--- config.mk ---
export PLATFORM = sky130hd
export DESIGN_NAME = reorder_buffer_flat
export DESIGN_NICKNAME = d
export VERILOG_FILES = /design/src/rtl/types_pkg.sv /design/src/rtl/reorder_buffer_if.sv /design/src/rtl/reorder_buffer.sv /design/src/flat_wrapper.sv
export SDC_FILE = /design/constraint.sdc
export NUM_CORES = 1
export LEC_CHECK = 0
export BUFFER_PORTS_ARGS = -buffer_cell sky130_fd_sc_hd__buf_2
export CORE_MARGIN = 1.5
export CORE_UTILIZATION = 55
export CTS_BUF_LIST = sky130_fd_sc_hd__clkbuf_4
export DETAILED_ROUTE_END_ITERATION = 16
export PLACE_DENSITY = 0.77
export SYNTH_ARGS = -nofsm -noshare
export SYNTH_HDL_FRONTEND = slang
export SYNTH_SLANG_ARGS = --single-unit
--- constraint.sdc ---
create_clock -name clk -period 4.8 [get_ports clk]
set_input_delay 0 -clock clk [delete_from_list [all_inputs] [get_ports clk]]
set_output_delay 0 -clock clk [all_outputs]
set_load 0.01 [all_outputs]
--- src/rtl/types_pkg.sv ---
// Shared micro-architectural types: the ROB entry record and the ROB sizing
// constants, so that rename, reservation-station and ROB users size tags alike.
package types_pkg;

  // The rob_index field is 5 bits wide, so the ROB can hold at most 32 entries.
  localparam int ROB_IDX_W = 5;
  localparam int ROB_DEPTH = 16;
  localparam int ROB_TAG_W = $clog2(ROB_DEPTH);

  typedef struct packed {
    logic                 valid;
    logic                 complete;
    logic [7:0]           pd_new;
    logic [7:0]           pd_old;
    logic [31:0]          pc;
    logic [ROB_IDX_W-1:0] rob_index;
  } rob_data;

endpackage

--- src/rtl/reorder_buffer_if.sv ---
// Bundle of the ROB's allocate, complete, commit and status signals.
// master = surrounding pipeline (rename / writeback / retire consumer), slave = ROB.
interface reorder_buffer_if #(
  parameter int TAG_W = 4
);

  logic             alloc_valid;
  logic             alloc_ready;
  logic [7:0]       alloc_pd_new;
  logic [7:0]       alloc_pd_old;
  logic [31:0]      alloc_pc;
  logic [TAG_W-1:0] alloc_tag;

  logic             cmpl_valid;
  logic [TAG_W-1:0] cmpl_tag;

  logic             commit_valid;
  logic             commit_ready;
  logic [7:0]       commit_pd_old;
  logic [7:0]       commit_pd_new;
  logic [31:0]      commit_pc;
  logic [TAG_W-1:0] commit_tag;

  logic             flush;
  logic [TAG_W:0]   count;
  logic             full;
  logic             empty;

  modport master (
    output alloc_valid, alloc_pd_new, alloc_pd_old, alloc_pc,
    input  alloc_ready, alloc_tag,
    output cmpl_valid, cmpl_tag,
    input  commit_valid, commit_pd_old, commit_pd_new, commit_pc, commit_tag,
    output commit_ready, flush,
    input  count, full, empty
  );

  modport slave (
    input  alloc_valid, alloc_pd_new, alloc_pd_old, alloc_pc,
    output alloc_ready, alloc_tag,
    input  cmpl_valid, cmpl_tag,
    output commit_valid, commit_pd_old, commit_pd_new, commit_pc, commit_tag,
    input  commit_ready, flush,
    output count, full, empty
  );

endinterface

--- src/rtl/reorder_buffer.sv ---
// Circular reorder buffer: allocates at the tail in program order, marks
// entries complete by tag, and retires the oldest completed entry at the head.
module reorder_buffer
  import types_pkg::*;
#(
  parameter int DEPTH = ROB_DEPTH,
  parameter int TAG_W = $clog2(DEPTH)
) (
  input  logic             clk,
  input  logic             reset_n,
  reorder_buffer_if.slave  rob
);

  // Pointers carry one extra wrap bit so full and empty are distinguishable.
  logic [TAG_W:0]   head_q, head_d;
  logic [TAG_W:0]   tail_q, tail_d;
  rob_data          entries_q [DEPTH];
  rob_data          entries_d [DEPTH];

  logic [TAG_W-1:0] head_idx;
  logic [TAG_W-1:0] tail_idx;
  logic             full;
  logic             alloc_fire;
  logic             commit_fire;
  rob_data          head_entry;
  logic             unused_idx_bits;

  assign head_idx   = head_q[TAG_W-1:0];
  assign tail_idx   = tail_q[TAG_W-1:0];
  assign head_entry = entries_q[head_idx];

  // Status and handshake outputs, all derived from registered state only.
  always_comb begin
    full              = (head_idx == tail_idx) && (head_q[TAG_W] != tail_q[TAG_W]);
    rob.full          = full;
    rob.empty         = (head_q == tail_q);
    rob.count         = tail_q - head_q;
    rob.alloc_ready   = !full;
    rob.alloc_tag     = tail_idx;
    rob.commit_valid  = head_entry.valid && head_entry.complete;
    rob.commit_pd_old = '0;
    rob.commit_pd_new = '0;
    rob.commit_pc     = '0;
    rob.commit_tag    = '0;
    if (rob.commit_valid) begin
      rob.commit_pd_old = head_entry.pd_old;
      rob.commit_pd_new = head_entry.pd_new;
      rob.commit_pc     = head_entry.pc;
      rob.commit_tag    = head_entry.rob_index[TAG_W-1:0];
    end
  end

  assign alloc_fire      = rob.alloc_valid && !full;
  assign commit_fire     = rob.commit_valid && rob.commit_ready;
  // Only the low TAG_W bits of rob_index are meaningful for this depth.
  assign unused_idx_bits = ^head_entry.rob_index;

  // Next-state: flush wins; otherwise completion, commit and allocation combine.
  always_comb begin
    // NOTE: every target gets a default first so no path can infer a latch.
    entries_d = entries_q;
    head_d    = head_q;
    tail_d    = tail_q;

    if (rob.flush) begin
      for (int i = 0; i < DEPTH; i++) begin
        entries_d[i].valid    = 1'b0;
        entries_d[i].complete = 1'b0;
      end
      head_d = '0;
      tail_d = '0;
    end else begin
      // A retiring entry is already complete, so a completion aimed at it is dropped.
      if (rob.cmpl_valid && entries_q[rob.cmpl_tag].valid &&
          !(commit_fire && (rob.cmpl_tag == head_idx))) begin
        entries_d[rob.cmpl_tag].complete = 1'b1;
      end

      if (commit_fire) begin
        entries_d[head_idx].valid    = 1'b0;
        entries_d[head_idx].complete = 1'b0;
        head_d = head_q + 1'b1;
      end

      // The tail slot is never the committing head unless the ROB is full,
      // and allocation is blocked when full, so these writes cannot collide.
      if (alloc_fire) begin
        entries_d[tail_idx].valid     = 1'b1;
        entries_d[tail_idx].complete  = 1'b0;
        entries_d[tail_idx].pd_new    = rob.alloc_pd_new;
        entries_d[tail_idx].pd_old    = rob.alloc_pd_old;
        entries_d[tail_idx].pc        = rob.alloc_pc;
        entries_d[tail_idx].rob_index = ROB_IDX_W'(tail_idx);
        tail_d = tail_q + 1'b1;
      end
    end
  end

  // State registers with asynchronous clear.
  always_ff @(posedge clk or negedge reset_n) begin
    if (!reset_n) begin
      head_q <= '0;
      tail_q <= '0;
      // NOTE: the entry array is flops, not RAM, so it is cleared on reset;
      // valid/complete must start at zero and a RAM could not clear them in parallel.
      for (int i = 0; i < DEPTH; i++) begin
        entries_q[i] <= '0;
      end
    end else begin
      // NOTE: non-blocking assignments keep every flop sampling pre-edge values.
      head_q    <= head_d;
      tail_q    <= tail_d;
      entries_q <= entries_d;
    end
  end

endmodule

--- src/flat_wrapper.sv ---
// flat-port wrapper written by rule: the top's interface ports become plain ports
module reorder_buffer_flat import types_pkg::*;
#(
  parameter int DEPTH = ROB_DEPTH,
  parameter int TAG_W = $clog2(DEPTH)
)
  (clk, reset_n, rob_alloc_valid, rob_alloc_pd_new, rob_alloc_pd_old, rob_alloc_pc, rob_alloc_ready, rob_alloc_tag, rob_cmpl_valid, rob_cmpl_tag, rob_commit_valid, rob_commit_pd_old, rob_commit_pd_new, rob_commit_pc, rob_commit_tag, rob_commit_ready, rob_flush, rob_count, rob_full, rob_empty);
  reorder_buffer_if #(.TAG_W(TAG_W)) rob_i ();
  input  logic clk;
  input  logic reset_n;
  input wire logic [$bits(rob_i.alloc_valid)-1:0] rob_alloc_valid;
  input wire logic [$bits(rob_i.alloc_pd_new)-1:0] rob_alloc_pd_new;
  input wire logic [$bits(rob_i.alloc_pd_old)-1:0] rob_alloc_pd_old;
  input wire logic [$bits(rob_i.alloc_pc)-1:0] rob_alloc_pc;
  output wire logic [$bits(rob_i.alloc_ready)-1:0] rob_alloc_ready;
  output wire logic [$bits(rob_i.alloc_tag)-1:0] rob_alloc_tag;
  input wire logic [$bits(rob_i.cmpl_valid)-1:0] rob_cmpl_valid;
  input wire logic [$bits(rob_i.cmpl_tag)-1:0] rob_cmpl_tag;
  output wire logic [$bits(rob_i.commit_valid)-1:0] rob_commit_valid;
  output wire logic [$bits(rob_i.commit_pd_old)-1:0] rob_commit_pd_old;
  output wire logic [$bits(rob_i.commit_pd_new)-1:0] rob_commit_pd_new;
  output wire logic [$bits(rob_i.commit_pc)-1:0] rob_commit_pc;
  output wire logic [$bits(rob_i.commit_tag)-1:0] rob_commit_tag;
  input wire logic [$bits(rob_i.commit_ready)-1:0] rob_commit_ready;
  input wire logic [$bits(rob_i.flush)-1:0] rob_flush;
  output wire logic [$bits(rob_i.count)-1:0] rob_count;
  output wire logic [$bits(rob_i.full)-1:0] rob_full;
  output wire logic [$bits(rob_i.empty)-1:0] rob_empty;
  assign rob_i.alloc_valid = rob_alloc_valid;
  assign rob_i.alloc_pd_new = rob_alloc_pd_new;
  assign rob_i.alloc_pd_old = rob_alloc_pd_old;
  assign rob_i.alloc_pc = rob_alloc_pc;
  assign rob_alloc_ready = rob_i.alloc_ready;
  assign rob_alloc_tag = rob_i.alloc_tag;
  assign rob_i.cmpl_valid = rob_cmpl_valid;
  assign rob_i.cmpl_tag = rob_cmpl_tag;
  assign rob_commit_valid = rob_i.commit_valid;
  assign rob_commit_pd_old = rob_i.commit_pd_old;
  assign rob_commit_pd_new = rob_i.commit_pd_new;
  assign rob_commit_pc = rob_i.commit_pc;
  assign rob_commit_tag = rob_i.commit_tag;
  assign rob_i.commit_ready = rob_commit_ready;
  assign rob_i.flush = rob_flush;
  assign rob_count = rob_i.count;
  assign rob_full = rob_i.full;
  assign rob_empty = rob_i.empty;
  reorder_buffer #(.DEPTH(DEPTH), .TAG_W(TAG_W)) u_core (.clk(clk), .reset_n(reset_n), .rob(rob_i));
endmodule
After elaboration in Yosys (flattened, before gate mapping)
Cells that the tools add are included.
{"block": "classes", "n_addsub": 3, "order_cmp": 6, "n_eq_ne": 4, "muxes": 62, "bitwise_logic": 3, "reduce_logical": 14}
{"operator": "880-bit bitwise mux", "n": 9}
{"operator": "880-bit two-way mux", "n": 5}
{"operator": "55-bit demux with 4-bit select", "n": 9}
{"operator": "55-bit binary-select mux with 4-bit select", "n": 2}
{"operator": "55-bit two-way mux", "n": 6}
{"operator": "54-bit two-way mux", "n": 3}
{"operator": "53-bit two-way mux", "n": 1}
{"operator": "45-bit two-way mux", "n": 1}
{"operator": "37-bit two-way mux", "n": 1}
{"operator": "2-bit two-way mux", "n": 16}
{"operator": "32-bit two-way mux", "n": 1}
{"operator": "5-bit two-way mux", "n": 5}
{"operator": "8-bit two-way mux", "n": 2}
{"operator": "5-bit >= comparator, second input constant", "n": 3}
{"operator": "5-bit by 1-bit less-than comparator with 1-bit output, second input constant", "n": 3}
{"operator": "4-bit NOT with 5-bit output", "n": 3}
{"operator": "5-bit by 1-bit adder with 5-bit output, second input constant", "n": 2}
{"operator": "1-bit logical AND", "n": 10}
{"operator": "4-bit == test", "n": 2}
{"operator": "5-bit == test", "n": 1}
{"operator": "5-bit subtractor", "n": 1}
{"operator": "4-bit two-way mux", "n": 1}
{"operator": "2-bit nonzero test", "n": 2}
{"operator": "1-bit logical NOT", "n": 2}
{"operator": "1-bit != test", "n": 1}
{"block": "word_totals", "register_bits": 890, "inputBits": 58, "out_inout_bits": 65, "word_cells": 190}

Longest topological paths before layout
Gate-level depths: netlist of the first run.
{"block": "logic_depth", "depth_word": 23, "mapped_depth": 12, "ltp_nobuf": 7}

Worst setup path before layout of the first run
No wires, ideal clock.
{"block": "synth_path", "path_type": "register to register", "start": "register u_core.head_q[2]", "end": "register u_core.entries_q[385] in the netlist's numbering", "setup_ns": 0.125, "arrival_time_ns": 3.402, "required_ns": 4.675, "path_slack_ns": 1.273, "stages_incl_launch_ff": 13, "n_path_buf": 5, "synth_period_minus_slack_ns": 3.527, "path_cell_list": "dfrtp_1 buf_4 inv_2 buf_2 buf_1 ha_1 nand4_1 nand2b_1 buf_2 nand3_1 nor2_1 clkbuf_1 mux2_2"}
{"block": "synth_via", "elab_cells_between_ends": 29, "cone_classes": "eq/ne (2); mux (18); bitwise (1); reduce/logical (8)"}
{"item": "from (decl)", "line_no": "reorder_buffer.sv:15", "source": "logic [TAG_W:0] head_q, head_d;"}
{"item": "from (signal assigned)", "line_no": "reorder_buffer.sv:102", "source": "head_q <= '0;"}
{"item": "from (signal assigned)", "line_no": "reorder_buffer.sv:111", "source": "head_q <= head_d;"}
{"item": "4-bit == test", "line_no": "reorder_buffer.sv:34", "source": "full = (head_idx == tail_idx) && (head_q[TAG_W] != tail_q[TAG_W]);"}
{"item": "1-bit logical AND", "line_no": "reorder_buffer.sv:34"}
{"item": "1-bit logical NOT"}
{"item": "net rob_alloc_ready", "line_no": "flat_wrapper.sv:15", "source": "output wire logic [$bits(rob_i.alloc_ready)-1:0] rob_alloc_ready;"}
{"item": "1-bit logical AND", "line_no": "reorder_buffer.sv:53", "source": "assign alloc_fire = rob.alloc_valid && !full;"}
{"item": "880-bit two-way mux", "line_no": "reorder_buffer.sv:87", "source": "if (alloc_fire) begin"}
{"item": "to (signal assigned)", "line_no": "reorder_buffer.sv:113", "source": "entries_q <= entries_d;"}
{"item": "to (decl)", "line_no": "reorder_buffer.sv:17", "source": "rob_data entries_q [DEPTH];"}
The timed path passes the listed nets, and every way through them passes these cells. The select of a mux whose other input is x is not followed.
A chain may end at the register's enable or synchronous reset.

Worst setup path after layout of the first run
{"block": "layout_path", "start": "register u_core.head_q[1]", "end": "output rob_commit_pc[18]"}
{"block": "layout_via", "elab_chain_cells": 6}
{"item": "4-bit NOT with 5-bit output (implied by the code) (*)", "line_no": "reorder_buffer.sv:30", "source": "assign head_entry = entries_q[head_idx];"}
{"item": "55-bit binary-select mux with 4-bit select (*)", "line_no": "reorder_buffer.sv:30"}
{"item": "55-bit two-way mux (implied by the code) (*) (2 in a row)", "line_no": "reorder_buffer.sv:30"}
{"item": "1-bit logical AND", "line_no": "reorder_buffer.sv:40", "source": "rob.commit_valid = head_entry.valid && head_entry.complete;"}
{"item": "32-bit two-way mux (*)", "line_no": "reorder_buffer.sv:45", "source": "if (rob.commit_valid) begin"}
{"item": "to (decl)", "line_no": "flat_wrapper.sv:22", "source": "output wire logic [$bits(rob_i.commit_pc)-1:0] rob_commit_pc;"}
Mark *: on every way between the ends. The rest lies on a longest branch, timed or not. The select of a mux whose other input is x is not followed.

==> flow_metrics.env, run 1 <==
export IMPL_wl_per_cell_um=24.66
export IMPL_rsz0062_at_grt="false"
export IMPL_grt_max_degree=150
export IMPL_dieWidth_um=272.3
export IMPL_synth_ff_type="dfrtp_1"
export IMPL_crit_type="flip-flop to primary output"
export IMPL_synth_top_cell_area_share=0.5485
export IMPL_synthesis_area_um2=39870
export IMPL_min_path_cells=5
export IMPL_avgSynthCellArea_um2=16.01
export IMPL_clock_fmax_mhz=221.8
export IMPL_antenna_found_initial=7
export IMPL_grt_first_pass_wirelength_um=152700
export IMPL_htreeDepth=4
export IMPL_switchingPower_w=0.003786
export IMPL_seqPwrFrac=0.524
export IMPL_path_clk_slew_ns=0.06
export IMPL_synth_seq_cells=874
export IMPL_status="finished clean"
export IMPL_required_ns=4.80
export IMPL_core_area_um2=71610
export IMPL_met2_length_um=47420
export IMPL_final_layout_size_suffix_gt1_frac=0.5468
export IMPL_dp_hpwl_um=52360
export IMPL_finalClockSkew_ns=0.06716
export IMPL_setup_violations_final=0
export IMPL_final_cell_mix="dfrtp_1 (871), mux2_2 (789), clkbuf_4 (308), mux4_2 (268), dlygate4sd3_1 (124)"
export IMPL_drtIter0Drc=1787
export IMPL_r2r_end="u_core.entries_q[823]$_DFF_PN0_"
export IMPL_numPortBuffers=122
export IMPL_clock_sinks=874
export IMPL_wl_um=95740
export IMPL_fillers=5119
export IMPL_syn_inst=2490
export IMPL_seq_area_frac_synth=0.5485
export IMPL_die_y_um=272.3
export IMPL_synth_top_area_cell="dfrtp_1"
export IMPL_synth_area_top_cells="dfrtp_1 (55%), mux2_2 (22%), mux4_2 (15%), clkbuf_1 (1.6%), nor2b_1 (1.2%)"
export IMPL_synth_edf_count=0
export IMPL_grtUsageTotal=0.2682
export IMPL_place_congestion=0.9042
export IMPL_fin_nets=2861
export IMPL_p_int_w=0.01184
export IMPL_maxCapViolations=0
export IMPL_cts_path_max_buffers=3
export IMPL_r2r_setup_slack_ns=0.32
export IMPL_worst_slew_pin_slew_ns=1.090
export IMPL_rr_startpoint="u_core.head_q[2]$_DFFE_PN0P_"
export IMPL_crit_start="u_core.head_q[1]$_DFFE_PN0P_"
export IMPL_yosysWarningCount=0
export IMPL_ir_drop_mv=0.2277
export IMPL_relSlewSlack=0.2735
export IMPL_drv_slew=0
export IMPL_clk_latency_ns=1.04
export IMPL_top_level_ports=123
export IMPL_crit_arrival_ns=4.51
export IMPL_maxUsedRoutingLayer="met5"
export IMPL_cp_max_fo=149
export IMPL_drc=0
export IMPL_power_frac_comb=0.091
export IMPL_fin_util=0.6351
export IMPL_area_growth_pct=14.06
export IMPL_leakagePower_nw=21.18
export IMPL_hold_class="primary input to flip-flop"
export IMPL_r2r_cells=8
export IMPL_end_kind="primary output"
export IMPL_async_flop_share=1.000
export IMPL_powerDensity_nw_per_um2=343.6
export IMPL_cts_tree="done"
export IMPL_endpoint="rob_commit_pc[18]"
export IMPL_grt_pass1_vias=26519
export IMPL_drtAntennaViolNets=0
export IMPL_met3_length_um=5788
export IMPL_overflow=0
export IMPL_cts_hold_fix_buffers=125
export IMPL_post_cts_buffers=0
export IMPL_fin_crit_ns=4.508
export IMPL_viasPerCell=6.119
export IMPL_finalHoldViolations=0
export IMPL_clkPwrFrac=0.385
export IMPL_rows=98
export IMPL_synth_cell_type_count=44
export IMPL_swShare=0.2423
export IMPL_wl_met1_um=39970
export IMPL_crit_path_start_kind="flip-flop"
export IMPL_drtPass1Iterations=6
export IMPL_setup_tns_ns=0
export IMPL_cts_root_buf="clkbuf_4"
export IMPL_vias=23760
export IMPL_dieArea_um2=74120
export IMPL_syn_nets=2561
export IMPL_cts_buffers=221
export IMPL_start_util=0.5568
export IMPL_final_common_cell="dfrtp_1"
export IMPL_fin_crit_sh=0.9391
export IMPL_ctsResizeCount=0
-- Yosys cell counts, drive strengths merged (9+ instances only) --
cell,count
nor2b,74
o32ai,9
o21ai,11
ha,12
a21o,10
a211oi,9
mux2,802
or2,17
inv,40
dfrtp,874
nor2,26
clkbuf,173
mux4,269
buf,44
nand2,27
-- state kept, by name, indices dropped and copies added, names as in the netlist --
register          count
u_core.entries_q    864
u_core.head_q         5
u_core.tail_q         5
-- kinds of logic (layout without fill, tap and decap cells) --
kind of cell / after synthesis / after routing / share of synthesized area
AO/OA/AOI/OAI: 77 / 77 / 0.01434
XOR/XNOR: 11 / 11 / 0.002416
adder cells (fa/ha/maj): 13 / 13 / 0.004268
buffers and inverters: 258 / 694 / 0.02576
flip-flops: 874 / 874 / 0.5485
multiplexers: 1072 / 1072 / 0.3787
other: 0 / 7 / 0
AND/OR/NAND/NOR: 185 / 185 / 0.02601
-- metrics by stage --
step	instance area [µm²]	cells	total power [W]	hold WS (ns)	setup WS, ns
floorplan	39870	2490	0.009161	-0.2956	1.273
global placement	41570	3392	0.009537	0.1454	1.206
detailed placement	41570	3392	0.009664	0.1634	1.069
CTS	45460	3876	0.01578	0.04231	0.1841
global route	45470	3880	0.01635	0.1242	0.09288
finish	45480	3883	0.01563	0.1870	0.2923
-- how the worst min path moves through the flow --
| stage | start | to |
|---|---|---|
| finish | rob_cmpl_tag[2] | u_core.entries_q[53]$_DFF_PN0_ |
| detailed placement | reset_n | u_core.tail_q[1]$_DFFE_PN0P_ |
| global placement | reset_n | u_core.tail_q[1]$_DFFE_PN0P_ |
| floorplan | reset_n | u_core.entries_q[0]$_DFFE_PN0P_ |
| CTS | rob_cmpl_tag[2] | u_core.entries_q[163]$_DFF_PN0_ |
| global route | rob_cmpl_tag[2] | u_core.entries_q[53]$_DFF_PN0_ |
-- cell type report --
type                            instances  area [µm²]  area share
Antenna cell                            7       17.52   0.0003851
Clock inverter                         51       309.0    0.006795
Sequential cell                       874       21880      0.4811
Inverter                               41       156.4    0.003439
Multi-Input combinational cell       1358       17100      0.3759
Timing Repair Buffer                  294        2517     0.05535
Tap cell                              950        1189     0.02613
Clock buffer                          308        2312     0.05084
-- power groups by stage --
stage / Clock [W] / Combinational [W] / Sequential (W)
floorplan: 0 / 0.000953 / 0.00821
global placement: 0 / 0.00128 / 0.00826
detailed placement: 0 / 0.00134 / 0.00832
CTS: 0.00616 / 0.00144 / 0.00818
global route: 0.00656 / 0.00155 / 0.00825
finish: 0.00601 / 0.00143 / 0.00819
-- per-layer routing --
layer | GRT usage | vias to the layer above
met4 | 0.1000 | 4
met2 | 0.4328 | 819
met3 | 0.06418 | 220
met5 | 0 | -
li1 | - | 9965
met1 | 0.3560 | 12752
-- worst max-delay path, cell delays in order, from the launching register on --
cell and delay [ns]:
dfrtp_4 0.42, buf_12 0.60, buf_4 0.95, mux4_2 0.43, mux4_2 0.54, nor2b_1 0.16, buf_2 0.19
Note: power is estimated with default switching activity, not from simulation.
==> run 2: changes to the inputs <==
Settings changed: RECOVER_POWER set to 25.
==> flow_metrics.env, run 2 (synthesis gave the netlist of run 1 again) <==
export IMPL_wl_um=95560
export IMPL_rows=98
export IMPL_fin_nets=2861
export IMPL_met2_length_um=47400
export IMPL_largest_reg_flops=864
export IMPL_viasPerCell=6.122
export IMPL_placed_cell_area_um2=41570
export IMPL_maxCapViolations=6
export IMPL_met3_length_um=5891
export IMPL_overflow=0
export IMPL_htreeDepth=4
export IMPL_grt_pass1_vias=26519
export IMPL_cts_tree="done"
export IMPL_required_ns=4.80
export IMPL_cts_root_buf="clkbuf_4"
export IMPL_leakagePower_nw=21.13
export IMPL_dieArea_um2=74120
export IMPL_fin_crit_ns=4.476
export IMPL_drtIter0Drc=1562
export IMPL_hold_class="primary input to flip-flop"
export IMPL_cts_path_max_buffers=3
export IMPL_post_route_cell_area_um2=45390
export IMPL_start_util=0.5568
export IMPL_clock_sinks=874
export IMPL_final_cell_mix="dfrtp_1 (871), mux2_2 (789), clkbuf_4 (309), mux4_2 (268), dlygate4sd3_1 (124)"
export IMPL_drtPass1Iterations=7
export IMPL_finalClockSkew_ns=0.06781
export IMPL_crit_path_start_kind="flip-flop"
export IMPL_drtAntennaViolNets=0
export IMPL_vias=23773
export IMPL_die_y_um=272.3
export IMPL_grt_max_degree=150
export IMPL_core_area_um2=71610
export IMPL_clock_fmax_mhz=223.4
export IMPL_power_w=0.01561
export IMPL_area_growth_pct=13.84
export IMPL_place_congestion=0.9042
export IMPL_ctsResizeCount=0
export IMPL_antenna_found_initial=7
export IMPL_failed_checks="max-capacitance violations, max-slew violations"
export IMPL_drc=0
export IMPL_end_kind="primary output"
export IMPL_drv_slew=573
export IMPL_cp_max_fo=149
export IMPL_path_clk_slew_ns=0.06
export IMPL_grt_first_pass_wirelength_um=152700
export IMPL_ir_drop_mv=0.2282
export IMPL_fin_crit_sh=0.9325
export IMPL_largestRegisters="u_core.entries_q (864), u_core.head_q (5), u_core.tail_q (5)"
export IMPL_crit_arrival_ns=4.48
export IMPL_finalHoldViolations=0
export IMPL_final_layout_size_suffix_gt1_frac=0.5451
export IMPL_relSlewSlack=-1.104
export IMPL_wl_per_cell_um=24.61
export IMPL_maxUsedRoutingLayer="met5"
export IMPL_top_level_ports=123
export IMPL_dieWidth_um=272.3
export IMPL_final_common_cell="dfrtp_1"
export IMPL_cts_buffers=221
export IMPL_clk_latency_ns=1.04
export IMPL_rsz0062_at_grt="false"
export IMPL_powerDensity_nw_per_um2=344.0
export IMPL_top_register="u_core.entries_q"
export IMPL_setup_tns_ns=0
export IMPL_crit_type="flip-flop to primary output"
export IMPL_dp_hpwl_um=52360
export IMPL_setup_violations_final=0
export IMPL_status="finished with violations"
export IMPL_numPortBuffers=122
export IMPL_worst_slew_pin_slew_ns=3.157
export IMPL_grtUsageTotal=0.2682
export IMPL_wl_met1_um=39790
## run 2: cell types whose count changed in the layout (fill, tap and decap cells not counted)
cell      delta
clkbuf_1     +5
buf_4        -4
buf_12       -3
clkbuf_2     +3
buf_16       -1
buf_8        -1
clkbuf_4     +1
## run 2: timing repair
item / in CTS / in global routing
hold buffers: 125 / 0
endpoints found under the hold margin: 1518 / 0
buffers inserted: 0 / 0
## run 2: layout make-up
type | instances | area (µm²)
Sequential cell | 874 | 21880
Timing Repair Buffer | 294 | 2426
Multi-Input combinational cell | 1358 | 17100
Fill cell | 5134 | 26220
Clock inverter | 51 | 309.0
Antenna cell | 7 | 17.52
Inverter | 41 | 156.4
Clock buffer | 308 | 2312
Tap cell | 950 | 1189
## run 2: where the power goes
group	leakage, nW	switching [W]	internal [W]
Sequential	11.9	0.000282	0.00791
Combinational	7.67	0.000572	0.000844
Clock	1.56	0.00292	0.00308
## run 2: layer usage
metal | GRT usage | up-vias
met2 | 0.4328 | 847
met3 | 0.06418 | 200
li1 | - | 9977
met1 | 0.3560 | 12745
met5 | 0 | -
met4 | 0.1000 | 4
## run 2: worst max-delay path: stages (launching register included)
cell     delay (ns)
dfrtp_4        0.42
buf_12         0.54
buf_4          0.94
mux4_2         0.43
mux4_2         0.54
nor2b_1        0.16
buf_2          0.19
## run 2: through the flow
| stage | hold slack, ns | instances | setup WS, ns | util |
|---|---|---|---|---|
| finish | 0.1755 | 3883 | 0.3239 | 0.6339 |
| global route | 0.1242 | 3880 | 0.09288 | 0.6338 |
| CTS | 0.04231 | 3876 | 0.1841 | 0.6349 |
| detailed placement | 0.1634 | 3392 | 1.069 | 0.5806 |
| global placement | 0.1454 | 3392 | 1.206 | 0.5806 |
| floorplan | -0.2956 | 2490 | 1.273 | - |
## run 2: final timing paths
check | cells after the start | slack [ns] | start | end
setup / recovery | 6 | 0.32 | u_core.head_q[1]$_DFFE_PN0P_ | rob_commit_pc[18]
hold / removal | 5 | 0.18 | rob_cmpl_tag[0] | u_core.entries_q[548]$_DFF_PN0_
setup reg to reg | 8 | 0.33 | u_core.head_q[2]$_DFFE_PN0P_ | u_core.entries_q[823]$_DFF_PN0_
hold reg to reg | 1 | 0.47 | u_core.entries_q[112]$_DFFE_PN0P_ | u_core.entries_q[112]$_DFFE_PN0P_
max in group asynchronous | 4 | 1.05 | reset_n | u_core.entries_q[512]$_DFFE_PN0P_
min in group asynchronous | 4 | 1.08 | reset_n | u_core.entries_q[660]$_DFFE_PN0P_
==> run 3: changes to the inputs <==
Settings changed: CORE_UTILIZATION 55 to 49, PLACE_DENSITY 0.77 to 0.73.
Clock period 4.8 ns to 3.6 ns, I/O delays scaled along.
==> flow_metrics.env, run 3 (synthesis gave the netlist of run 1 again) <==
export IMPL_r2r_setup_slack_ns=0.05
export IMPL_vias=24244
export IMPL_power_w=0.02068
export IMPL_grtUsageTotal=0.2549
export IMPL_hold_class="primary input to flip-flop"
export IMPL_multi_input_area_um2=17270
export IMPL_maxCapViolations=6
export IMPL_failed_checks="max-capacitance violations, max-slew violations"
export IMPL_finalHoldViolations=0
export IMPL_dp_hpwl_um=55550
export IMPL_viasPerCell=5.995
export IMPL_rsz0062_at_grt="true"
export IMPL_largest_reg_flops=864
export IMPL_final_cell_mix="dfrtp_1 (870), mux2_2 (789), clkbuf_4 (313), mux4_2 (268), dlygate4sd3_1 (121)"
export IMPL_grt_first_pass_wirelength_um=160000
export IMPL_top_register="u_core.entries_q"
export IMPL_top_level_ports=123
export IMPL_worst_slack_ns=0.04634
export IMPL_rr_startpoint="u_core.head_q[0]$_DFFE_PN0P_"
export IMPL_r2r_end="u_core.entries_q[823]$_DFF_PN0_"
export IMPL_clock_fmax_mhz=281.4
export IMPL_die_y_um=288.3
export IMPL_grt_pass1_vias=26739
export IMPL_hold_ws_ns=0.1467
export IMPL_finalClockSkew_ns=0.04629
export IMPL_clock_sinks=874
export IMPL_crit_start="u_core.head_q[0]$_DFFE_PN0P_"
export IMPL_htreeDepth=4
export IMPL_final_common_cell="dfrtp_1"
export IMPL_clkPwrFrac=0.377
export IMPL_crit_path_start_kind="flip-flop"
export IMPL_ir_drop_mv=0.3264
export IMPL_cts_buffers=217
export IMPL_power_frac_comb=0.095
export IMPL_dieWidth_um=288.3
export IMPL_numPortBuffers=122
export IMPL_cts_path_max_buffers=3
export IMPL_p_int_w=0.01562
export IMPL_fin_nets=2910
export IMPL_fin_crit_ns=3.554
export IMPL_relSlewSlack=-0.3680
export IMPL_setup_violations_final=0
export IMPL_status="finished with violations"
export IMPL_r2r_cells=8
export IMPL_seq_area_um2=21880
export IMPL_cts_root_buf="clkbuf_4"
export IMPL_powerDensity_nw_per_um2=442.5
export IMPL_end_kind="primary output"
export IMPL_wl_per_cell_um=25.42
export IMPL_cts_tree="done"
export IMPL_final_layout_size_suffix_gt1_frac=0.5628
export IMPL_endpoint="rob_commit_pd_new[1]"
export IMPL_wl_um=102800
export IMPL_antenna_found_initial=9
export IMPL_worst_slew_pin_slew_ns=2.052
export IMPL_fin_crit_sh=0.9871
export IMPL_cp_max_fo=7
export IMPL_clk_latency_ns=1.07
export IMPL_drv_slew=329
export IMPL_grt_max_degree=131
export IMPL_drc=0
export IMPL_largestRegisters="u_core.entries_q (864), u_core.head_q (5), u_core.tail_q (5)"
export IMPL_area_growth_pct=17.18
export IMPL_rows=104
export IMPL_drtAntennaViolNets=0
export IMPL_swShare=0.2446
export IMPL_dieArea_um2=83090
export IMPL_core_area_um2=80550
export IMPL_start_util=0.4950
export IMPL_place_congestion=0.8798
export IMPL_crit_arrival_ns=3.55
export IMPL_drtPass1Iterations=5
export IMPL_seqPwrFrac=0.528
export IMPL_switchingPower_w=0.005057
export IMPL_path_clk_slew_ns=0.07
export IMPL_leakagePower_nw=21.65
export IMPL_dp_slack_ns=0.5290
export IMPL_drtIter0Drc=1854
export IMPL_overflow=0
export IMPL_required_ns=3.60
export IMPL_crit_type="flip-flop to primary output"
export IMPL_fillers=6082
-- run 3: cell types whose count changed in the layout (fill, tap and decap cells not counted), moves of 4 or more --
cell      previous run  this run
nor2b_1             74        48
buf_12              19        33
nor2b_2              0         4
buf_6                0        21
buf_16               0        16
clkbuf_4           309       313
buf_2              121       103
buf_4               21        35
nor2b_4              0        22
-- run 3: metal layers --
layer,global-route usage,up-vias,part of all wire
met4,0.07801,10,0.021
met2,0.4101,808,0.49
met1,0.3469,13167,0.42
li1,-,10090,-
met3,0.05869,169,0.060
met5,0,-,0.00063
-- run 3: power groups by stage --
stage / clock network, W / logic [W] / registers (W)
floorplan: 0 / 0.00127 / 0.0109
global placement: 0 / 0.00176 / 0.0110
detailed placement: 0 / 0.00184 / 0.0111
CTS: 0.00801 / 0.00198 / 0.0109
global route: 0.00856 / 0.00213 / 0.0110
finish: 0.00779 / 0.00197 / 0.0109
-- run 3: stage by stage --
stage / TNS [ns] / area, µm² / util / std cells
floorplan: 0 / 39870 / - / 2490
CTS: -0.03826 / 46520 / 0.5775 / 4029
global placement: 0 / 42000 / 0.5214 / 3522
global route: -0.9379 / 46720 / 0.5800 / 4043
detailed placement: 0 / 42000 / 0.5214 / 3522
finish: 0 / 46720 / 0.5801 / 4044
-- run 3: worst min-delay path by stage --
| stage | startpoint | end | slack [ns] | cells past startpoint |
|---|---|---|---|---|
| 2_1_floorplan | reset_n | u_core.entries_q[0]$_DFFE_PN0P_ | -0.30 | 0 |
| 3_5_place_dp | reset_n | u_core.entries_q[323]$_DFFE_PN0P_ | 0.15 | 1 |
| 3_3_place_gp | reset_n | u_core.entries_q[433]$_DFFE_PN0P_ | 0.14 | 1 |
| 6_report | rob_commit_ready | u_core.entries_q[769]$_DFF_PN0_ | 0.15 | 5 |
| 4_1_cts | rob_alloc_valid | u_core.entries_q[658]$_DFF_PN0_ | 0.02 | 5 |
| 5_1_grt | rob_alloc_valid | u_core.entries_q[548]$_DFF_PN0_ | 0.08 | 5 |
-- run 3: final cells by class --
cell class | instances | area share
timing repair buffer | 347 | 0.07519
antenna | 8 | 0.0004285
tap | 1060 | 0.02839
multi-input combinational | 1358 | 0.3697
clock buffer | 310 | 0.04981
sequential | 874 | 0.4684
clock inverter | 46 | 0.004686
inverter | 41 | 0.003454
-- run 3: repair_timing --
action	4_1_cts	5_1_grt
cloned	11	3
gates resized for setup	64	38
hold buffers	122	0
pin swaps	0	0
hold endpoints to repair	1702	0
endpoints found under the setup margin	53	42
buffers inserted	18	4
-- run 3: critical path, cell delays in order, from the launching register on --
cell and delay, ns:
dfrtp_4 0.54, inv_6 0.10, mux4_2 0.52, mux4_4 0.63, buf_12 0.20, buf_16 0.19, nor2b_4 0.18, buf_6 0.13
